`config.mk`:
```
export PLATFORM = sky130hd
export DESIGN_NAME = aidc_comp_select_n_flat
export DESIGN_NICKNAME = d
export VERILOG_FILES = /design/src/rtl/aidc_comp_select_n_if.sv /design/src/rtl/aidc_comp_select_n.sv /design/src/flat_wrapper.sv
export SDC_FILE = /design/constraint.sdc
export NUM_CORES = 2
export LEC_CHECK = 0
export CAP_MARGIN = 5
export CORE_UTILIZATION = 25
export DETAILED_ROUTE_END_ITERATION = 16
export GPL_TIMING_DRIVEN = 1
export PLACE_DENSITY = 0.53
export SYNTH_ARGS = -nofsm -noshare
export SYNTH_HDL_FRONTEND = slang
export SYNTH_SLANG_ARGS = --single-unit
export TNS_END_PERCENT = 20
```
`constraint.sdc`:
```
create_clock -name clk -period 39.1 [get_ports clk]
set_clock_uncertainty 0.15 [all_clocks]
set_input_delay 7.82 -clock clk [delete_from_list [all_inputs] [get_ports clk]]
set_output_delay 7.82 -clock clk [all_outputs]
set_load 0.01 [all_outputs]
```
`src/rtl/aidc_comp_select_n_if.sv`:
```
// Bus bundle for the compressed write-data tail selector: raw beats in, engine results in, selected beats out.
interface aidc_comp_select_n_if #(
  parameter int unsigned DATA_W  = 64,
  parameter int unsigned BEATS   = 4,
  parameter int unsigned NUM_ENG = 3
);
  localparam int unsigned BPB      = DATA_W / 8;
  localparam int unsigned SIZE_W   = $clog2(BEATS * BPB) + 1;
  localparam int unsigned ENG_ID_W = (NUM_ENG > 1) ? $clog2(NUM_ENG) : 1;

  logic                              force_raw;
  logic [NUM_ENG-1:0]                eng_en;
  logic                              in_valid;
  logic                              in_ready;
  logic [DATA_W-1:0]                 in_data;
  logic                              in_last;
  logic [NUM_ENG-1:0]                eng_valid;
  logic [NUM_ENG-1:0]                eng_ready;
  logic [NUM_ENG*SIZE_W-1:0]         eng_size;
  logic [NUM_ENG*BEATS*DATA_W-1:0]   eng_data;
  logic                              out_valid;
  logic                              out_ready;
  logic [DATA_W-1:0]                 out_data;
  logic                              out_last;
  logic                              out_comp;
  logic [ENG_ID_W-1:0]               out_eng_id;
  logic                              err_len;

  // Upstream/downstream side (drives raw beats, engine results and out_ready)
  modport master (
    output force_raw, eng_en, in_valid, in_data, in_last,
           eng_valid, eng_size, eng_data, out_ready,
    input  in_ready, eng_ready, out_valid, out_data, out_last,
           out_comp, out_eng_id, err_len
  );

  // Selector side
  modport slave (
    input  force_raw, eng_en, in_valid, in_data, in_last,
           eng_valid, eng_size, eng_data, out_ready,
    output in_ready, eng_ready, out_valid, out_data, out_last,
           out_comp, out_eng_id, err_len
  );
endinterface

```
`src/rtl/aidc_comp_select_n.sv`:
```
// Per-packet selector: buffers one raw packet plus one result per engine, then emits the smallest
// eligible result (or the raw packet) as a beat stream tagged with compressed flag and engine id.
module aidc_comp_select_n #(
  parameter int unsigned DATA_W  = 64,
  parameter int unsigned BEATS   = 4,
  parameter int unsigned NUM_ENG = 3
) (
  input  logic                clk,
  input  logic                rst,
  aidc_comp_select_n_if.slave bus
);
  localparam int unsigned BPB       = DATA_W / 8;
  localparam int unsigned RAW_BYTES = BEATS * BPB;
  localparam int unsigned SIZE_W    = $clog2(BEATS * BPB) + 1;
  localparam int unsigned ENG_ID_W  = (NUM_ENG > 1) ? $clog2(NUM_ENG) : 1;
  localparam int unsigned CNT_W     = (BEATS > 1) ? $clog2(BEATS) : 1;
  localparam int unsigned NB_W      = $clog2(BEATS + 1);
  localparam int unsigned CALC_W    = SIZE_W + 1;
  localparam logic [CNT_W-1:0] LAST_SLOT = CNT_W'(BEATS - 1);

  typedef enum logic [1:0] {COLLECT, DECIDE, SEND} state_t;

  state_t                                   state_q, state_d;
  logic [CNT_W-1:0]                         cnt_q;
  logic                                     raw_done_q;
  logic                                     len_err_q;
  logic [BEATS-1:0][DATA_W-1:0]             raw_buf_q;
  logic [NUM_ENG-1:0]                       held_q;
  logic [NUM_ENG-1:0][SIZE_W-1:0]           size_q;
  logic [NUM_ENG-1:0][BEATS-1:0][DATA_W-1:0] eng_buf_q;
  logic                                     comp_q;
  logic [ENG_ID_W-1:0]                      eng_id_q;
  logic [NB_W-1:0]                          nb_q;
  logic [CNT_W-1:0]                         k_q;

  logic                 in_take, end_beat, len_err_now, out_take, send_done;
  logic [NUM_ENG-1:0]   held_set;
  logic [CNT_W-1:0]     k_last;
  logic [CALC_W-1:0]    nb_calc, best_calc;
  logic                 best_found, use_comp;
  logic [ENG_ID_W-1:0]  best_id;

  // Handshake decode; a packet ends on in_last or on the final slot, mismatch of the two is a length error
  always_comb begin
    in_take     = (state_q == COLLECT) && !raw_done_q && bus.in_valid;
    end_beat    = in_take && (bus.in_last || (cnt_q == LAST_SLOT));
    len_err_now = in_take && (bus.in_last != (cnt_q == LAST_SLOT));
    held_set    = (state_q == COLLECT) ? (bus.eng_valid & ~held_q & bus.eng_en) : '0;
    k_last      = CNT_W'(nb_q - NB_W'(1));
    out_take    = (state_q == SEND) && bus.out_ready;
    send_done   = out_take && (k_q == k_last);
  end

  // Smallest beat count among enabled, eligible engines; lowest index wins ties
  always_comb begin
    nb_calc    = '0;
    best_calc  = CALC_W'(BEATS);
    best_found = 1'b0;
    best_id    = '0;
    for (int i = 0; i < NUM_ENG; i++) begin
      nb_calc = (CALC_W'(size_q[i]) + CALC_W'(BPB - 1)) / CALC_W'(BPB);
      if (nb_calc == '0) nb_calc = CALC_W'(1);
      if (bus.eng_en[i] && (size_q[i] <= SIZE_W'(RAW_BYTES)) &&
          (!best_found || (nb_calc < best_calc))) begin
        best_found = 1'b1;
        best_calc  = nb_calc;
        best_id    = ENG_ID_W'(i);
      end
    end
    use_comp = best_found && !bus.force_raw && !len_err_q && (best_calc < CALC_W'(BEATS));
  end

  // State register
  always_ff @(posedge clk or posedge rst) begin
    if (rst) state_q <= COLLECT;
    else     state_q <= state_d;
  end

  // Next state: leave COLLECT once raw packet and every enabled engine are in (same cycle allowed)
  always_comb begin
    state_d = state_q;
    case (state_q)
      COLLECT: if ((raw_done_q || end_beat) && (&(held_q | held_set | ~bus.eng_en))) state_d = DECIDE;
      DECIDE:  state_d = SEND;
      SEND:    if (send_done) state_d = COLLECT;
      default: state_d = COLLECT;
    endcase
  end

  // Outputs decoded from state and held registers; err_len flags the accepting cycle
  always_comb begin
    bus.in_ready   = (state_q == COLLECT) && !raw_done_q;
    bus.eng_ready  = (state_q == COLLECT) ? ~held_q : '0;
    bus.out_valid  = (state_q == SEND);
    bus.out_data   = '0;
    bus.out_last   = 1'b0;
    bus.out_comp   = 1'b0;
    bus.out_eng_id = '0;
    bus.err_len    = len_err_now;
    if (state_q == SEND) begin
      bus.out_data   = comp_q ? eng_buf_q[eng_id_q][k_q] : raw_buf_q[k_q];
      bus.out_last   = (k_q == k_last);
      bus.out_comp   = comp_q;
      bus.out_eng_id = eng_id_q;
    end
  end

  // Packet buffers, held flags and the per-packet decision
  always_ff @(posedge clk or posedge rst) begin
    if (rst) begin
      cnt_q      <= '0;
      raw_done_q <= 1'b0;
      len_err_q  <= 1'b0;
      raw_buf_q  <= '0;
      held_q     <= '0;
      size_q     <= '0;
      eng_buf_q  <= '0;
      comp_q     <= 1'b0;
      eng_id_q   <= '0;
      nb_q       <= '0;
      k_q        <= '0;
    end else begin
      if (in_take) begin
        raw_buf_q[cnt_q] <= bus.in_data;
        if (end_beat) raw_done_q <= 1'b1;
        else          cnt_q      <= cnt_q + CNT_W'(1);
        if (len_err_now) len_err_q <= 1'b1;
      end
      for (int i = 0; i < NUM_ENG; i++) begin
        if (held_set[i]) begin
          held_q[i]    <= 1'b1;
          size_q[i]    <= bus.eng_size[i*SIZE_W +: SIZE_W];
          eng_buf_q[i] <= bus.eng_data[i*BEATS*DATA_W +: BEATS*DATA_W];
        end
      end
      if (state_q == DECIDE) begin
        comp_q   <= use_comp;
        eng_id_q <= use_comp ? best_id : '0;
        nb_q     <= use_comp ? NB_W'(best_calc) : NB_W'(BEATS);
        k_q      <= '0;
      end
      if (out_take) begin
        if (send_done) begin
          cnt_q      <= '0;
          raw_done_q <= 1'b0;
          len_err_q  <= 1'b0;
          raw_buf_q  <= '0;
          held_q     <= '0;
          comp_q     <= 1'b0;
          eng_id_q   <= '0;
          nb_q       <= '0;
          k_q        <= '0;
        end else begin
          k_q <= k_q + CNT_W'(1);
        end
      end
    end
  end
endmodule

```
`src/flat_wrapper.sv`:
```
// flat-port wrapper written by rule: the top's interface ports become plain ports
module aidc_comp_select_n_flat 
#(
  parameter int unsigned DATA_W  = 64,
  parameter int unsigned BEATS   = 4,
  parameter int unsigned NUM_ENG = 3
)
  (clk, rst, bus_force_raw, bus_eng_en, bus_in_valid, bus_in_data, bus_in_last, bus_eng_valid, bus_eng_size, bus_eng_data, bus_out_ready, bus_in_ready, bus_eng_ready, bus_out_valid, bus_out_data, bus_out_last, bus_out_comp, bus_out_eng_id, bus_err_len);
  aidc_comp_select_n_if #(.DATA_W(DATA_W), .BEATS(BEATS), .NUM_ENG(NUM_ENG)) bus_i ();
  input  logic clk;
  input  logic rst;
  input wire logic [$bits(bus_i.force_raw)-1:0] bus_force_raw;
  input wire logic [$bits(bus_i.eng_en)-1:0] bus_eng_en;
  input wire logic [$bits(bus_i.in_valid)-1:0] bus_in_valid;
  input wire logic [$bits(bus_i.in_data)-1:0] bus_in_data;
  input wire logic [$bits(bus_i.in_last)-1:0] bus_in_last;
  input wire logic [$bits(bus_i.eng_valid)-1:0] bus_eng_valid;
  input wire logic [$bits(bus_i.eng_size)-1:0] bus_eng_size;
  input wire logic [$bits(bus_i.eng_data)-1:0] bus_eng_data;
  input wire logic [$bits(bus_i.out_ready)-1:0] bus_out_ready;
  output wire logic [$bits(bus_i.in_ready)-1:0] bus_in_ready;
  output wire logic [$bits(bus_i.eng_ready)-1:0] bus_eng_ready;
  output wire logic [$bits(bus_i.out_valid)-1:0] bus_out_valid;
  output wire logic [$bits(bus_i.out_data)-1:0] bus_out_data;
  output wire logic [$bits(bus_i.out_last)-1:0] bus_out_last;
  output wire logic [$bits(bus_i.out_comp)-1:0] bus_out_comp;
  output wire logic [$bits(bus_i.out_eng_id)-1:0] bus_out_eng_id;
  output wire logic [$bits(bus_i.err_len)-1:0] bus_err_len;
  assign bus_i.force_raw = bus_force_raw;
  assign bus_i.eng_en = bus_eng_en;
  assign bus_i.in_valid = bus_in_valid;
  assign bus_i.in_data = bus_in_data;
  assign bus_i.in_last = bus_in_last;
  assign bus_i.eng_valid = bus_eng_valid;
  assign bus_i.eng_size = bus_eng_size;
  assign bus_i.eng_data = bus_eng_data;
  assign bus_i.out_ready = bus_out_ready;
  assign bus_in_ready = bus_i.in_ready;
  assign bus_eng_ready = bus_i.eng_ready;
  assign bus_out_valid = bus_i.out_valid;
  assign bus_out_data = bus_i.out_data;
  assign bus_out_last = bus_i.out_last;
  assign bus_out_comp = bus_i.out_comp;
  assign bus_out_eng_id = bus_i.out_eng_id;
  assign bus_err_len = bus_i.err_len;
  aidc_comp_select_n #(.DATA_W(DATA_W), .BEATS(BEATS), .NUM_ENG(NUM_ENG)) u_core (.clk(clk), .rst(rst), .bus(bus_i));
endmodule
```
==> impl_metrics.yaml <==
yosys:
  synth_edf_count: 0
  muxShareOfSynthArea_pct: 32.7
  syn_inst: 3627
  synth_fa_ha_area_share_pct: 0.282
  async_flop_share_pct: 100
  synth_compound_area_share_pct: 4.05
  ys_ff_latch: 1058
  syn_avg_cell_area_um2: 13.5
  ys_warn_count: 0
  synthXorXnorAreaFrac_pct: 0.144
  yosysSeqAreaShare_pct: 54.3
  syn_area_um2: 48800
  synth_top_family_by_area: "multiplexers"
  ys_types: 56
  synthFlopType: "dfrtp_1"
  synthSimpleGateAreaFrac_pct: 5.79
sta:
  slew_headroom_pct: 26.9
  hold_viol: 0
  fin_crit_ns: 17.33
  drv_slew: 0
  finalCritPeriodShare_pct: 44.3
  whs_ns: 0.346
  max_freq_ghz: 0.0577
  rsz0062_at_grt: "no"
  setup_viol: 0
  setup_tns_ns: 0
  worst_pin_slew_ns: 1.10
cells_and_area:
  stdcell_count: 7133
  syn_to_final_growth_pct: 33.6
  fillers: 19075
  drive_gt1_share_pct: 29.1
  nets: 5357
detailed_routing:
  dr.first_iter.drc_count: 1705
  routed_wirelength_um: 169000
  vias: 33191
  wl_per_cell_um: 23.7
  drc: 0
  first_pass_iters: 5
  via_per_inst: 4.65
  ant_nets: 0
floorplanning:
  start_util_pct: 25.3
  std_cell_rows: 161
  dieArea_um2: 197000
  pin_count: 936
  die_w_um: 444
  die_h_um: 444
  core_um2: 193000
setup_path:
  startpoint_type: "input port"
  endpoint_kind: "primary output"
  cp_max_fo: 2
  cp.required_ns: 31.13
  crit_arrival_ns: 9.36
  critPathKind: "input port to primary output"
global_routing:
  antenna_found_initial: 55
  grt_pass1_vias: 35210
  gr-total-overflow: 0
  grt_max_degree: 151
  grt_pass1_wl_um: 248000
  track_usage_pct: 17.0
clock_tree:
  post_cts_buffers: 0
  cts.path.max_buffers: 3
  cts_tree: "done"
  cts_resized: 0
  cts_sinks: 1058
  postCtsHoldBufs: 0
  insertion_delay_ns: 0.79
  cts_made_buffers: 131
  htree_levels: 4
  root_buffer: "clkbuf_16"
  clkTransAtPathRegs_ns: 0.05
placement:
  dpl.cell_count: 6877
  hpwl_um: 118000
  gp_congestion: 0.805
  port_buffers: 935
pwr:
  ir_worst_vdd_v: 0.0000392
  p_leak_uw: 0.0264
  power_density_nw_per_um2: 75.1
worst_hold_path:
  worstHoldPathType: "register to register"
run_status:
  status: "finished clean"
run:
  cap_violations: 0
==> cells in the mapped netlist, types with 28 or more instances <==
library cell | count | area [µm²]
o21ai_0 | 40 | 200
o21ai_1 | 30 | 150
nand2_1 | 592 | 2220
buf_2 | 148 | 741
dfrtp_1 | 1058 | 26500
mux2_2 | 786 | 8850
mux2i_1 | 129 | 1290
buf_4 | 28 | 210
a21oi_1 | 268 | 1340
mux4_2 | 256 | 5770
clkbuf_1 | 79 | 297
nor2_1 | 84 | 315
==> sequential cells by signal, indices dropped and copies added (netlist names) <==
| signal | count |
|---|---|
| u_core.eng_buf_q | 768 |
| u_core.raw_buf_q | 256 |
| u_core.size_q | 18 |
| u_core.held_q | 3 |
| u_core.cnt_q | 2 |
| u_core.eng_id_q | 2 |
| u_core.k_q | 2 |
| u_core.nb_q | 2 |
| u_core.state_q | 2 |
| u_core.comp_q | 1 |
| u_core.len_err_q | 1 |
| u_core.raw_done_q | 1 |
==> routing by layer <==
layer / global-route usage, % / share of wire (%)
met5: 0 / 0.15
met2: 29.9 / 52
met4: 4.88 / 2.0
met3: 4.31 / 5.4
met1: 20.4 / 40
==> final cells by class <==
type | count | area, µm² | area share [%]
Inverter | 20 | 82.6 | 0.127
Clock inverter | 43 | 593 | 0.910
Antenna cell | 22 | 55.1 | 0.0845
Tap cell | 2526 | 3160 | 4.85
Clock buffer | 191 | 3860 | 5.92
Multi-Input combinational cell | 2283 | 21100 | 32.3
Sequential cell | 1058 | 26500 | 40.7
Timing Repair Buffer | 990 | 9860 | 15.1
==> power breakdown <==
group | switching, µW | total (µW) | internal (µW) | leakage, µW
clock network | 504 | 1260 | 759 | 0.00219
logic | 705 | 1680 | 977 | 0.0111
registers | 312 | 1950 | 1630 | 0.0131
==> cells in the final DEF (no fill, tap or decap), drive strengths merged, types with 3 or more instances in the layout <==
master,instances
o211ai,3
nor2b,4
mux4,256
mux2,786
bufinv,11
nor2,84
nand4,4
xnor2,6
o31a,3
a31oi,3
dfrtp,1058
and2,6
nand3,6
clkdlybuf4s50,935
clkbuf,191
mux2i,130
inv,27
ha,11
o21ai,70
a21o,3
or3,4
and3,6
nor3,5
nand2,592
buf,55
a21oi,268
clkinv,23
diode,22
==> worst max-delay path, cell delays in order <==
cell,delay [ns]
clkdlybuf4s50_1,0.48
inv_1,0.05
ha_1,0.27
and3_1,0.19
clkdlybuf4s50_1,0.55
==> cells by family after synthesis <==
logic type / count (synthesis)
AO/OA/AOI/OAI: 369
XOR/XNOR: 8
adder cells (fa/ha/maj): 11
buffers and inverters: 287
flip-flops: 1058
multiplexers: 1172
other: 1
AND/OR/NAND/NOR: 721
==> metrics by stage <==
step	instance area (µm²)	util, %	setup WS [ns]	power (µW)
4_1_cts	65100	33.7	21.77	4960
3_3_place_gp	60700	31.4	21.72	3620
3_5_place_dp	60700	31.4	21.80	3670
2_1_floorplan	48800	-	1.35	3090
5_1_grt	65100	33.7	21.70	5190
6_report	65200	33.7	21.77	4890
==> final timing paths <==
path                                        from                    end  slack, ns  cells after the start
max in group asynchronous                    rst  u_core.eng_buf_q[685]      27.68                      6
min                        u_core.eng_buf_q[761]  u_core.eng_buf_q[761]       0.35                      1
max                                  bus_in_last            bus_err_len      21.77                      5
min reg2reg                u_core.eng_buf_q[761]  u_core.eng_buf_q[761]       0.35                      1
min in group asynchronous                    rst  u_core.eng_buf_q[330]       7.35                      2
max reg2reg                        u_core.k_q[1]  u_core.raw_buf_q[216]      34.62                      7
Power figures use the tool's default switching activity.
